==> config.mk <==
export PLATFORM = sky130hd
export DESIGN_NAME = hazard_stall_unit
export DESIGN_NICKNAME = d
export VERILOG_FILES = /design/src/rtl/hazard_stall_unit_pkg.sv /design/src/rtl/hazard_stall_unit_pend_counter.sv /design/src/rtl/hazard_stall_unit.sv
export SDC_FILE = /design/constraint.sdc
export NUM_CORES = 1
export LEC_CHECK = 0
export ABC_AREA = 1
export CAP_MARGIN = 30
export CELL_PAD_IN_SITES_DETAIL_PLACEMENT = 0
export CELL_PAD_IN_SITES_GLOBAL_PLACEMENT = 1
export CORE_UTILIZATION = 45
export DETAILED_ROUTE_END_ITERATION = 6
export PLACE_DENSITY_LB_ADDON = 0.25
export SYNTH_ARGS = -nofsm -noshare
export SYNTH_HDL_FRONTEND = slang
export SYNTH_SLANG_ARGS = --single-unit
==> constraint.sdc <==
create_clock -name clk -period 5.1 [get_ports clk]
set_input_delay 1.275 -clock clk [delete_from_list [all_inputs] [get_ports clk]]
set_output_delay 1.275 -clock clk [all_outputs]
set_load 0.01 [all_outputs]
==> src/rtl/hazard_stall_unit_pkg.sv <==
// hazard_pkg: shared types and helpers for the decode/issue hazard stall unit.
//   REG_IDX_W / CSR_ADDR_W : operand index widths seen at decode
//   stall_cause_e          : why decode is being held (debug visibility)
//   is_x0                  : x0 is hardwired, so it never carries a hazard
package hazard_pkg;

  localparam int REG_IDX_W  = 5;
  localparam int CSR_ADDR_W = 12;

  typedef enum logic [2:0] {
    CAUSE_NONE   = 3'd0,
    CAUSE_RS1    = 3'd1,
    CAUSE_RS2    = 3'd2,
    CAUSE_CSR_RD = 3'd3,
    CAUSE_CSR_WR = 3'd4,
    CAUSE_SAT    = 3'd5
  } stall_cause_e;

  function automatic logic is_x0(input logic [REG_IDX_W-1:0] r);
    return (r == '0);
  endfunction

endpackage

==> src/rtl/hazard_stall_unit_pend_counter.sv <==
// pend_counter: outstanding-write counter for one GPR.
//   clk, rst_n : clock, async active-low reset
//   inc        : one new long-latency write issued to this register
//   dec        : releases this cycle (wb and/or kill, 0..2)
//   cnt        : registered count of outstanding writes
//   pend       : count still non-zero after this cycle's releases (WB bypass)
//   sat        : count is at max and nothing releases this cycle
//   underflow  : more releases than outstanding writes (pulse)
module pend_counter #(
  parameter int CNT_W = 2
) (
  input  logic             clk,
  input  logic             rst_n,
  input  logic             inc,
  input  logic [1:0]       dec,
  output logic [CNT_W-1:0] cnt,
  output logic             pend,
  output logic             sat,
  output logic             underflow
);

  logic [CNT_W-1:0] cnt_q;
  logic [CNT_W:0]   up;
  logic [CNT_W:0]   dec_w;
  logic [CNT_W:0]   nxt;

  // One guard bit so cnt+inc and the release compare cannot wrap.
  assign up        = {1'b0, cnt_q} + (CNT_W+1)'(inc);
  assign dec_w     = (CNT_W+1)'(dec);
  assign underflow = (dec_w > up);
  assign nxt       = underflow ? '0 : (up - dec_w);

  assign cnt  = cnt_q;
  assign pend = ({1'b0, cnt_q} > dec_w);
  // A release this cycle frees a slot, so a new write can issue alongside it.
  assign sat  = (cnt_q == '1) && (dec == 2'd0);

  always_ff @(posedge clk or negedge rst_n) begin
    if (!rst_n) cnt_q <= '0;
    else        cnt_q <= nxt[CNT_W-1:0];
  end

endmodule

==> src/rtl/hazard_stall_unit.sv <==
// hazard_stall_unit: holds decode while a source operand (GPR or CSR) still
// waits on a long-latency producer the forwarding path cannot supply yet.
//   clk, rst_n        : clock, async active-low reset
//   dec_*             : instruction at decode (sources, dest, CSR use)
//   wb_valid/wb_rd    : long-latency GPR writeback this cycle
//   csr_wb_valid      : outstanding CSR write retires this cycle
//   kill_*            : squashed op releases its GPR / CSR entry
//   stall_o / issue_o : hold decode / instruction accepted
//   busy_o            : anything outstanding
//   stall_cnt_o       : free-running stall cycle counter (wraps)
//   timeout_o         : sticky, STALL_TIMEOUT consecutive stall cycles seen
//   err_underflow_o   : sticky, release with nothing outstanding
module hazard_stall_unit
  import hazard_pkg::*;
#(
  parameter int NUM_REGS      = 32,
  parameter int CNT_W         = 2,
  parameter int STALL_TIMEOUT = 1024
) (
  input  logic                  clk,
  input  logic                  rst_n,
  input  logic                  dec_valid,
  input  logic [REG_IDX_W-1:0]  dec_rs1,
  input  logic [REG_IDX_W-1:0]  dec_rs2,
  input  logic                  dec_uses_rs1,
  input  logic                  dec_uses_rs2,
  input  logic [CSR_ADDR_W-1:0] dec_csr,
  input  logic                  dec_uses_csr,
  input  logic [REG_IDX_W-1:0]  dec_rd,
  input  logic                  dec_long,
  input  logic                  dec_csr_we,
  input  logic                  wb_valid,
  input  logic [REG_IDX_W-1:0]  wb_rd,
  input  logic                  csr_wb_valid,
  input  logic                  kill_valid,
  input  logic [REG_IDX_W-1:0]  kill_rd,
  input  logic                  kill_csr,
  output logic                  stall_o,
  output logic                  issue_o,
  output logic                  busy_o,
  output logic [31:0]           stall_cnt_o,
  output logic                  timeout_o,
  output logic                  err_underflow_o
);

  localparam int TW = $clog2(STALL_TIMEOUT + 1);

  logic [NUM_REGS-1:0][CNT_W-1:0] cnt;
  logic [NUM_REGS-1:0]            pend;
  logic [NUM_REGS-1:0]            sat;
  logic [NUM_REGS-1:0]            udf;

  logic                  csr_pend_q;
  logic [CSR_ADDR_W-1:0] csr_addr_q;
  logic                  csr_clr;
  logic [TW-1:0]         consec_q;
  stall_cause_e          stall_cause;

  // x0 is hardwired: no counter, never pending.
  assign cnt[0]  = '0;
  assign pend[0] = 1'b0;
  assign sat[0]  = 1'b0;
  assign udf[0]  = 1'b0;

  for (genvar r = 1; r < NUM_REGS; r++) begin : g_reg
    logic [1:0] rel;
    logic       inc;
    assign rel = {1'b0, wb_valid   && (wb_rd   == REG_IDX_W'(r))}
               + {1'b0, kill_valid && (kill_rd == REG_IDX_W'(r))};
    assign inc = issue_o && dec_long && (dec_rd == REG_IDX_W'(r));

    pend_counter #(.CNT_W(CNT_W)) u_cnt (
      .clk       (clk),
      .rst_n     (rst_n),
      .inc       (inc),
      .dec       (rel),
      .cnt       (cnt[r]),
      .pend      (pend[r]),
      .sat       (sat[r]),
      .underflow (udf[r])
    );
  end

  assign csr_clr = csr_wb_valid || kill_csr;

  // Priority only matters for the debug cause; any hit stalls.
  always_comb begin
    stall_cause = CAUSE_NONE;
    if (dec_valid) begin
      if (dec_uses_rs1 && pend[dec_rs1])
        stall_cause = CAUSE_RS1;
      else if (dec_uses_rs2 && pend[dec_rs2])
        stall_cause = CAUSE_RS2;
      else if (dec_uses_csr && csr_pend_q && (csr_addr_q == dec_csr) && !csr_clr)
        stall_cause = CAUSE_CSR_RD;
      else if (dec_csr_we && csr_pend_q && !csr_clr)
        stall_cause = CAUSE_CSR_WR;
      else if (dec_long && !is_x0(dec_rd) && sat[dec_rd])
        stall_cause = CAUSE_SAT;
    end
  end

  assign stall_o = (stall_cause != CAUSE_NONE);
  assign issue_o = dec_valid && !stall_o;
  assign busy_o  = csr_pend_q || (|cnt);

  // Single CSR entry; a new write issuing wins over a same-cycle retire.
  always_ff @(posedge clk or negedge rst_n) begin
    if (!rst_n) begin
      csr_pend_q <= 1'b0;
      csr_addr_q <= '0;
    end else if (issue_o && dec_csr_we) begin
      csr_pend_q <= 1'b1;
      csr_addr_q <= dec_csr;
    end else if (csr_clr) begin
      csr_pend_q <= 1'b0;
    end
  end

  always_ff @(posedge clk or negedge rst_n) begin
    if (!rst_n) err_underflow_o <= 1'b0;
    else if ((|udf) || (csr_clr && !csr_pend_q)) err_underflow_o <= 1'b1;
  end

  // consec_q saturates at STALL_TIMEOUT; timeout_o sets on the edge that
  // completes the STALL_TIMEOUT-th consecutive stall cycle.
  always_ff @(posedge clk or negedge rst_n) begin
    if (!rst_n) begin
      stall_cnt_o <= '0;
      consec_q    <= '0;
      timeout_o   <= 1'b0;
    end else if (stall_o) begin
      stall_cnt_o <= stall_cnt_o + 32'd1;
      if (consec_q != TW'(STALL_TIMEOUT)) consec_q <= consec_q + TW'(1);
      if (consec_q >= TW'(STALL_TIMEOUT - 1)) timeout_o <= 1'b1;
    end else begin
      consec_q <= '0;
    end
  end

endmodule

* After elaboration in Yosys (flattened, before gate mapping)
Cells that the tools add are included.
W data, S select, Z words.
** Cells by class
- Reduce and logical (&&, ||, !) cells :: 181
- Equal/unequal tests :: 127
- Muxes and demuxes :: 47
- Add/sub/neg operators :: 95
- Magnitude comparators :: 66
** Operator list (number)
- $eq A5 B5 Y1 const B :: 48
- $logic_and A1 B1 Y1 :: 137
- $eq A5 B4 Y1 const B :: 24
- $add A2 B1 Y3 :: 31
- $gt A2 B3 Y1 :: 31
- $add A1 B1 Y2 :: 31
- $eq A2 B2 Y1 const B :: 31
- $gt A2 B2 Y1 :: 31
- $logic_not A2 Y1 :: 31
- $mux W2 :: 31
- $reduce_or A62 Y1 :: 1
- $sub A2 B2 Y2 :: 31
- $eq A5 B3 Y1 const B :: 12
- $add A32 B1 Y32 const B :: 1
- $reduce_or A31 Y1 :: 1
- $eq A5 B2 Y1 const B :: 6
- $mux W11 :: 2
- $lt A5 B6 Y1 const B :: 3
- $mux W3 :: 6
- $bmux W1 S5 :: 3
- $eq A5 B1 Y1 const B :: 3
- $eq A12 B12 Y1 :: 1
- $add A11 B1 Y11 const B :: 1
- $ge A11 B10 Y1 const B :: 1
- other kinds (9) :: 18
** Word-level totals
- Word-level logic and storage cells :: 553
- Bits in registers :: 120

* Depth between registers and ports, before layout
- Depth after elaboration :: 23
- Gate-level depth with buffers :: 34

* Hierarchy
Synthesis repeated with hierarchy kept, for this count alone.
** Unflattened totals
- Cells, all modules :: 1921
- Area, all modules :: 13172.6 µm²
** By module, submodules not included
- pend_counter :: cells an instance 31, sequential area each 50.0 µm², instances 31, area an instance 236.5 µm²
- hazard_stall_unit :: cells an instance 960, sequential area each 1451.4 µm², instances 1, area an instance 5841.9 µm²

* Least setup slack after synthesis
Ideal clock, no wire load.
- Kind :: input -> register
- Start point :: input port wb_valid
- End point :: register err_underflow_o
- Path slack :: 0.096 ns
- Cell stages on the path :: 31
- Library setup time :: 0.129 ns
- Arrival time :: 4.876 ns
- Data required time :: 4.971 ns
- Cell sequence :: inv_1 nor2_1 inv_1 buf_1 nor2_1 inv_1 ha_1 ha_1 nand2_1 nand3_1 nand3_1 nand3_1 nand3_1 nand3b_1 nand2_1 nand2_1 inv_1 nor2_2 nand4_2 buf_2 nor2_1 ha_1 ha_1 inv_1 ha_1 a21oi_1 nor2_1 nand2_1 nand4_1 nor4_1 nand2_1
** Between the ends
- Word-level cells in the longest chain between the ends :: 22
- Elaborated cells between the ends (all ways) :: 269
** Ends and longest elaborated chain
- start, declared :: RTL line hazard_stall_unit.sv:32 : input logic wb_valid,
- $logic_and A1 B1 Y1 :: RTL line hazard_stall_unit.sv:68 : assign rel = {1'b0, wb_valid && (wb_rd == REG_IDX_W'(r))}
- $add A1 B1 Y2 :: RTL line hazard_stall_unit.sv:69 : + {1'b0, kill_valid && (kill_rd == REG_IDX_W'(r))};
- $logic_not A2 Y1 :: RTL line hazard_stall_unit_pend_counter.sv:36 : assign sat = (cnt_q == '1) && (dec == 2'd0);
- $logic_and A1 B1 Y1 :: RTL line hazard_stall_unit_pend_counter.sv:36
- $bmux W1 S5 :: RTL line hazard_stall_unit.sv:98 : else if (dec_long && !is_x0(dec_rd) && sat[dec_rd])
- $mux W1 (implied by the code) :: RTL line hazard_stall_unit.sv:98
- $logic_and A1 B1 Y1 :: RTL line hazard_stall_unit.sv:98
- $mux W3 :: RTL line hazard_stall_unit.sv:98
- (+5 left out)
- $reduce_bool A3 Y1 :: RTL line hazard_stall_unit.sv:103 : assign stall_o = (stall_cause != CAUSE_NONE);
- $logic_not A1 Y1 :: RTL line hazard_stall_unit.sv:104 : assign issue_o = dec_valid && !stall_o;
- $logic_and A1 B1 Y1 :: RTL line hazard_stall_unit.sv:104
- $logic_and A1 B1 Y1 (2 in series) :: RTL line hazard_stall_unit.sv:70 : assign inc = issue_o && dec_long && (dec_rd == REG_IDX_W'(r));
- $add A2 B1 Y3 :: RTL line hazard_stall_unit_pend_counter.sv:28 : assign up = {1'b0, cnt_q} + (CNT_W+1)'(inc);
- $gt A2 B3 Y1 :: RTL line hazard_stall_unit_pend_counter.sv:30 : assign underflow = (dec_w > up);
- $reduce_or A31 Y1 (*) :: RTL line hazard_stall_unit.sv:122 : else if ((|udf) || (csr_clr && !csr_pend_q)) err_underflow_o <= 1'b1;
- $logic_or A1 B1 Y1 (*) :: RTL line hazard_stall_unit.sv:122
- end signal, assigned :: RTL line hazard_stall_unit.sv:121 : if (!rst_n) err_underflow_o <= 1'b0;
- end signal, assigned :: RTL line hazard_stall_unit.sv:122
- end, declared :: RTL line hazard_stall_unit.sv:43 : output logic err_underflow_o
Mark *: on every way between the ends. The rest lies on a longest branch, timed or not. The select of a mux whose other input is x is not followed.
A chain may end at the register's enable or synchronous reset.

* Final worst setup path
- Start point :: input port kill_rd[1]
- End point :: register err_underflow_o
** Between the ends
- Word-level cells in the longest chain between the ends :: 23
- Elaborated cells between the ends (all ways) :: 300
** Ends and longest elaborated chain
- start, declared :: RTL line hazard_stall_unit.sv:36 : input logic [REG_IDX_W-1:0] kill_rd,
- $eq A5 B1 Y1 (tied with other cells) :: RTL line hazard_stall_unit.sv:69
- $logic_and A1 B1 Y1 :: RTL line hazard_stall_unit.sv:69
- $add A1 B1 Y2 :: RTL line hazard_stall_unit.sv:69
- $logic_not A2 Y1 :: RTL line hazard_stall_unit_pend_counter.sv:36
- $logic_and A1 B1 Y1 :: RTL line hazard_stall_unit_pend_counter.sv:36
- $bmux W1 S5 :: RTL line hazard_stall_unit.sv:98
- $mux W1 (implied by the code) :: RTL line hazard_stall_unit.sv:98
- $logic_and A1 B1 Y1 :: RTL line hazard_stall_unit.sv:98
- (+6 left out)
- $reduce_bool A3 Y1 :: RTL line hazard_stall_unit.sv:103
- $logic_not A1 Y1 :: RTL line hazard_stall_unit.sv:104
- $logic_and A1 B1 Y1 :: RTL line hazard_stall_unit.sv:104
- $logic_and A1 B1 Y1 (2 in series) :: RTL line hazard_stall_unit.sv:70
- $add A2 B1 Y3 :: RTL line hazard_stall_unit_pend_counter.sv:28
- $gt A2 B3 Y1 :: RTL line hazard_stall_unit_pend_counter.sv:30
- $reduce_or A31 Y1 (*) :: RTL line hazard_stall_unit.sv:122
- $logic_or A1 B1 Y1 (*) :: RTL line hazard_stall_unit.sv:122
Marks and branches as above.

==> flow_summary.json <==
{
  "status": "finished with violations",
  "violations": "negative setup slack",
  "cts_hold_buf": 0,
  "synth_top_family_by_area": "simple AND/OR/NAND/NOR gates",
  "die_w_um": 173,
  "fin_area_sq_um": 20500,
  "path_clk_slew_ns": 0.06,
  "post_dp_cell_area_sq_um": 16000,
  "cts.sinks": 120,
  "max_stage_delay_ns": 0.33,
  "synth-compound-area-share_pct": 3.08,
  "clk_latency_ns": 0.46,
  "slew_headroom_pct": 52.7,
  "worstPathMaxFanout": 6,
  "crit_path_end_kind": "flop",
  "via_per_inst": 5.16,
  "fmax_ghz": 0.187,
  "min_period_over_period_pct": 105,
  "gp_congestion": 0.964,
  "slew_viol_final": 0,
  "fin_cells": 2670,
  "dp_hpwl_um": 32400,
  "rsz0062_at_grt": "true",
  "cp-start-kind": "input port",
  "postRouteAntennaNets": 0,
  "min_path_type": "reg2reg",
  "reg2reg_depth": 26,
  "setup_ws_ns": -0.235,
  "start_util_pct": 45.9,
  "dieArea_sq_um": 30000,
  "synth_area_sq_um": 13200,
  "synth_mux_area_share_pct": 0,
  "r2r-start": "g_reg[19].u_cnt.cnt[1]",
  "io_pins": 86,
  "syn-num-nets": 2244,
  "dpl.cell_count": 2566,
  "worst_pin_slew_ns": 0.703,
  "synth-adder-area-share_pct": 26.7,
  "synth_seq_cells": 120,
  "cellLeakagePower_nw": 9.30,
  "grt_antenna_before_repair": 0,
  "cts_made_buffers": 17,
  "layout.nets": 2606,
  "grt_usage_pct": 30.3,
  "root_buffer": "clkbuf_16",
  "arrival_ns": 5.66,
  "drive_gt1_share_pct": 38.9,
  "yosys.area_share.simple_pct": 29.4,
  "synth_cells": 1913,
  "row_count": 62,
  "coreArea_sq_um": 28800,
  "ir_drop_mv": 0.264,
  "r2r-end": "err_underflow_o",
  "tns_ns": -0.516,
  "synth-warning-count": 0,
  "num_antenna_cells": 0,
  "grt_start_max_net_pins": 49,
  "cap_violations": 0,
  "finalPower_mw": 5.83,
  "setup_viol_count_final": 4,
  "synthToLayoutAreaGrowth_pct": 55.4,
  "power_density_nw_per_um2": 284,
  "num_vias": 13787,
  "grt-ovfl-total": 0,
  "mostFrequentLayoutCell": "nand2_1",
  "remaining_drc_errors": 0,
  "grt_first_pass_wirelength_um": 71100,
  "fin_worst_skew_ns": 0.0186,
  "cp-startpoint": "kill_rd[1]",
  "hold_viol": 0,
  "wl_um": 46700,
  "clock_path_buffers": 2,
  "period_minus_slack_ns": 5.34,
  "drt-initial-drc-count": 922,
  "wire_per_inst_um": 17.5,
  "seq_area_frac_synth_pct": 22.7,
  "worstSetupPathType": "in2reg",
  "fp.dieH_um": 173,
  "dr.pass1.iters": 6,
  "io_buffers": 85,
  "cts_max_level": 4,
  "synth-xor-area-share_pct": 4.84,
  "grt_pass1_vias": 13687,
  "final_cell_mix": "nand2_1 (337), inv_1 (312), buf_4 (256)",
  "yosys.cell_types.count": 30,
  "cp.required_ns": 5.43,
  "syn_avg_cell_area_sq_um": 6.90,
  "cts_tree": "built",
  "r2r_setup_slack_ns": 0.98,
  "cpMaxStageDelayCell": "nor4_2",
  "endpoint": "err_underflow_o"
}
[worst max-delay path: cells and delay by family]
family	cells	cell delay, ns
simple gates	19	2.24
fa+ha+maj	5	1.14
buf+inv	9	0.85
compound gates	1	0.14
[per-layer routing]
metal / up-vias / routed length (um) / track usage [%] / part of all wire (%)
li1: 6646 / - / - / -
met1: 6517 / 20000 / 38.5 / 43
met2: 469 / 21700 / 50.6 / 46
met3: 155 / 2680 / 5.20 / 5.7
met4: 0 / 2390 / 13.2 / 5.1
met5: - / 0 / 0 / 0
[worst min-delay path by stage]
| stage | start | to | slack, ns | depth (start not counted) |
|---|---|---|---|---|
| after floorplan | csr_addr_q[10] | csr_addr_q[10] | 0.44 | 2 |
| after global placement | csr_addr_q[8] | csr_addr_q[8] | 0.46 | 2 |
| after detailed placement | csr_addr_q[8] | csr_addr_q[8] | 0.46 | 2 |
| after CTS | csr_addr_q[8] | csr_addr_q[8] | 0.48 | 2 |
| after global routing | timeout_o | timeout_o | 0.50 | 1 |
| final | csr_addr_q[10] | csr_addr_q[10] | 0.48 | 2 |
[cells in the mapped netlist]
| master | number | share of area, % |
|---|---|---|
| a21oi_1 | 37 | 1.4 |
| a21oi_2 | 1 | 0.066 |
| buf_1 | 2 | 0.057 |
| buf_2 | 11 | 0.42 |
| buf_4 | 4 | 0.23 |
| buf_6 | 3 | 0.26 |
| clkbuf_1 | 5 | 0.14 |
| dfrtp_1 | 120 | 23 |
| ha_1 | 282 | 27 |
| inv_1 | 422 | 12 |
| inv_2 | 6 | 0.17 |
| nand2_1 | 394 | 11 |
| nand2_2 | 1 | 0.047 |
| nand3_1 | 173 | 6.6 |
| nand3b_1 | 1 | 0.057 |
| nand4_1 | 24 | 1.1 |
| nand4_2 | 2 | 0.19 |
| nor2_1 | 269 | 7.6 |
| nor2_2 | 3 | 0.14 |
| nor2_4 | 1 | 0.085 |
| nor2_8 | 1 | 0.15 |
| nor3_1 | 12 | 0.45 |
| nor3b_1 | 3 | 0.17 |
| nor4_1 | 26 | 1.2 |
| o211ai_1 | 1 | 0.057 |
| o21ai_0 | 8 | 0.30 |
| o21bai_1 | 22 | 1.3 |
| or2_2 | 6 | 0.28 |
| xnor2_1 | 51 | 3.4 |
| xor2_1 | 22 | 1.5 |
[registers in the layout, summed over array words and instances (netlist names)]
register         cells
err_underflow_o      1
g.u_cnt.cnt         62
stall_cnt_o         32
csr_addr_q          12
consec_q            11
timeout_o            1
csr_pend_q           1
[power breakdown]
part           switching (mW)  leakage, nW  total, mW  internal [mW]
combinational            1.64         7.39       3.16           1.52
clock                   0.478        0.290       1.25          0.773
sequential              0.293         1.62       1.41           1.12
[cell type report]
cell class,count,area (sq um)
Multi-Input combinational cell,1340,11500
Fill cell,2196,8250
Timing Repair Buffer,368,3260
Sequential cell,120,3000
Clock inverter,8,95.1
Tap cell,384,480
Clock buffer,22,494
Inverter,428,1650
[logic make-up after synthesis]
family / count (synthesis)
XOR/XNOR: 73
AO/OA/AOI/OAI: 69
flip-flops: 120
AND/OR/NAND/NOR: 916
buffers and inverters: 453
adder cells (fa/ha/maj): 282
[repair_timing]
item                       in CTS  in global routing
buffers inserted               55                 23
pin swaps                     190                178
setup endpoints to repair      65                 28
gates resized for setup       514                302
cloned                          4                  0
hold endpoints to repair        0                  0
[metrics by stage]
step | hold slack (ns) | utilization (%) | worst slack (ns)
finish | 0.475 | 71.3 | -0.235
detailed placement | 0.464 | 55.7 | -1.46
global route | 0.498 | 71.3 | -0.454
floorplan | 0.442 | - | 0.0957
CTS | 0.477 | 66.1 | -0.0847
global placement | 0.455 | 55.7 | -1.46
(Power assumes the default switching activity.)
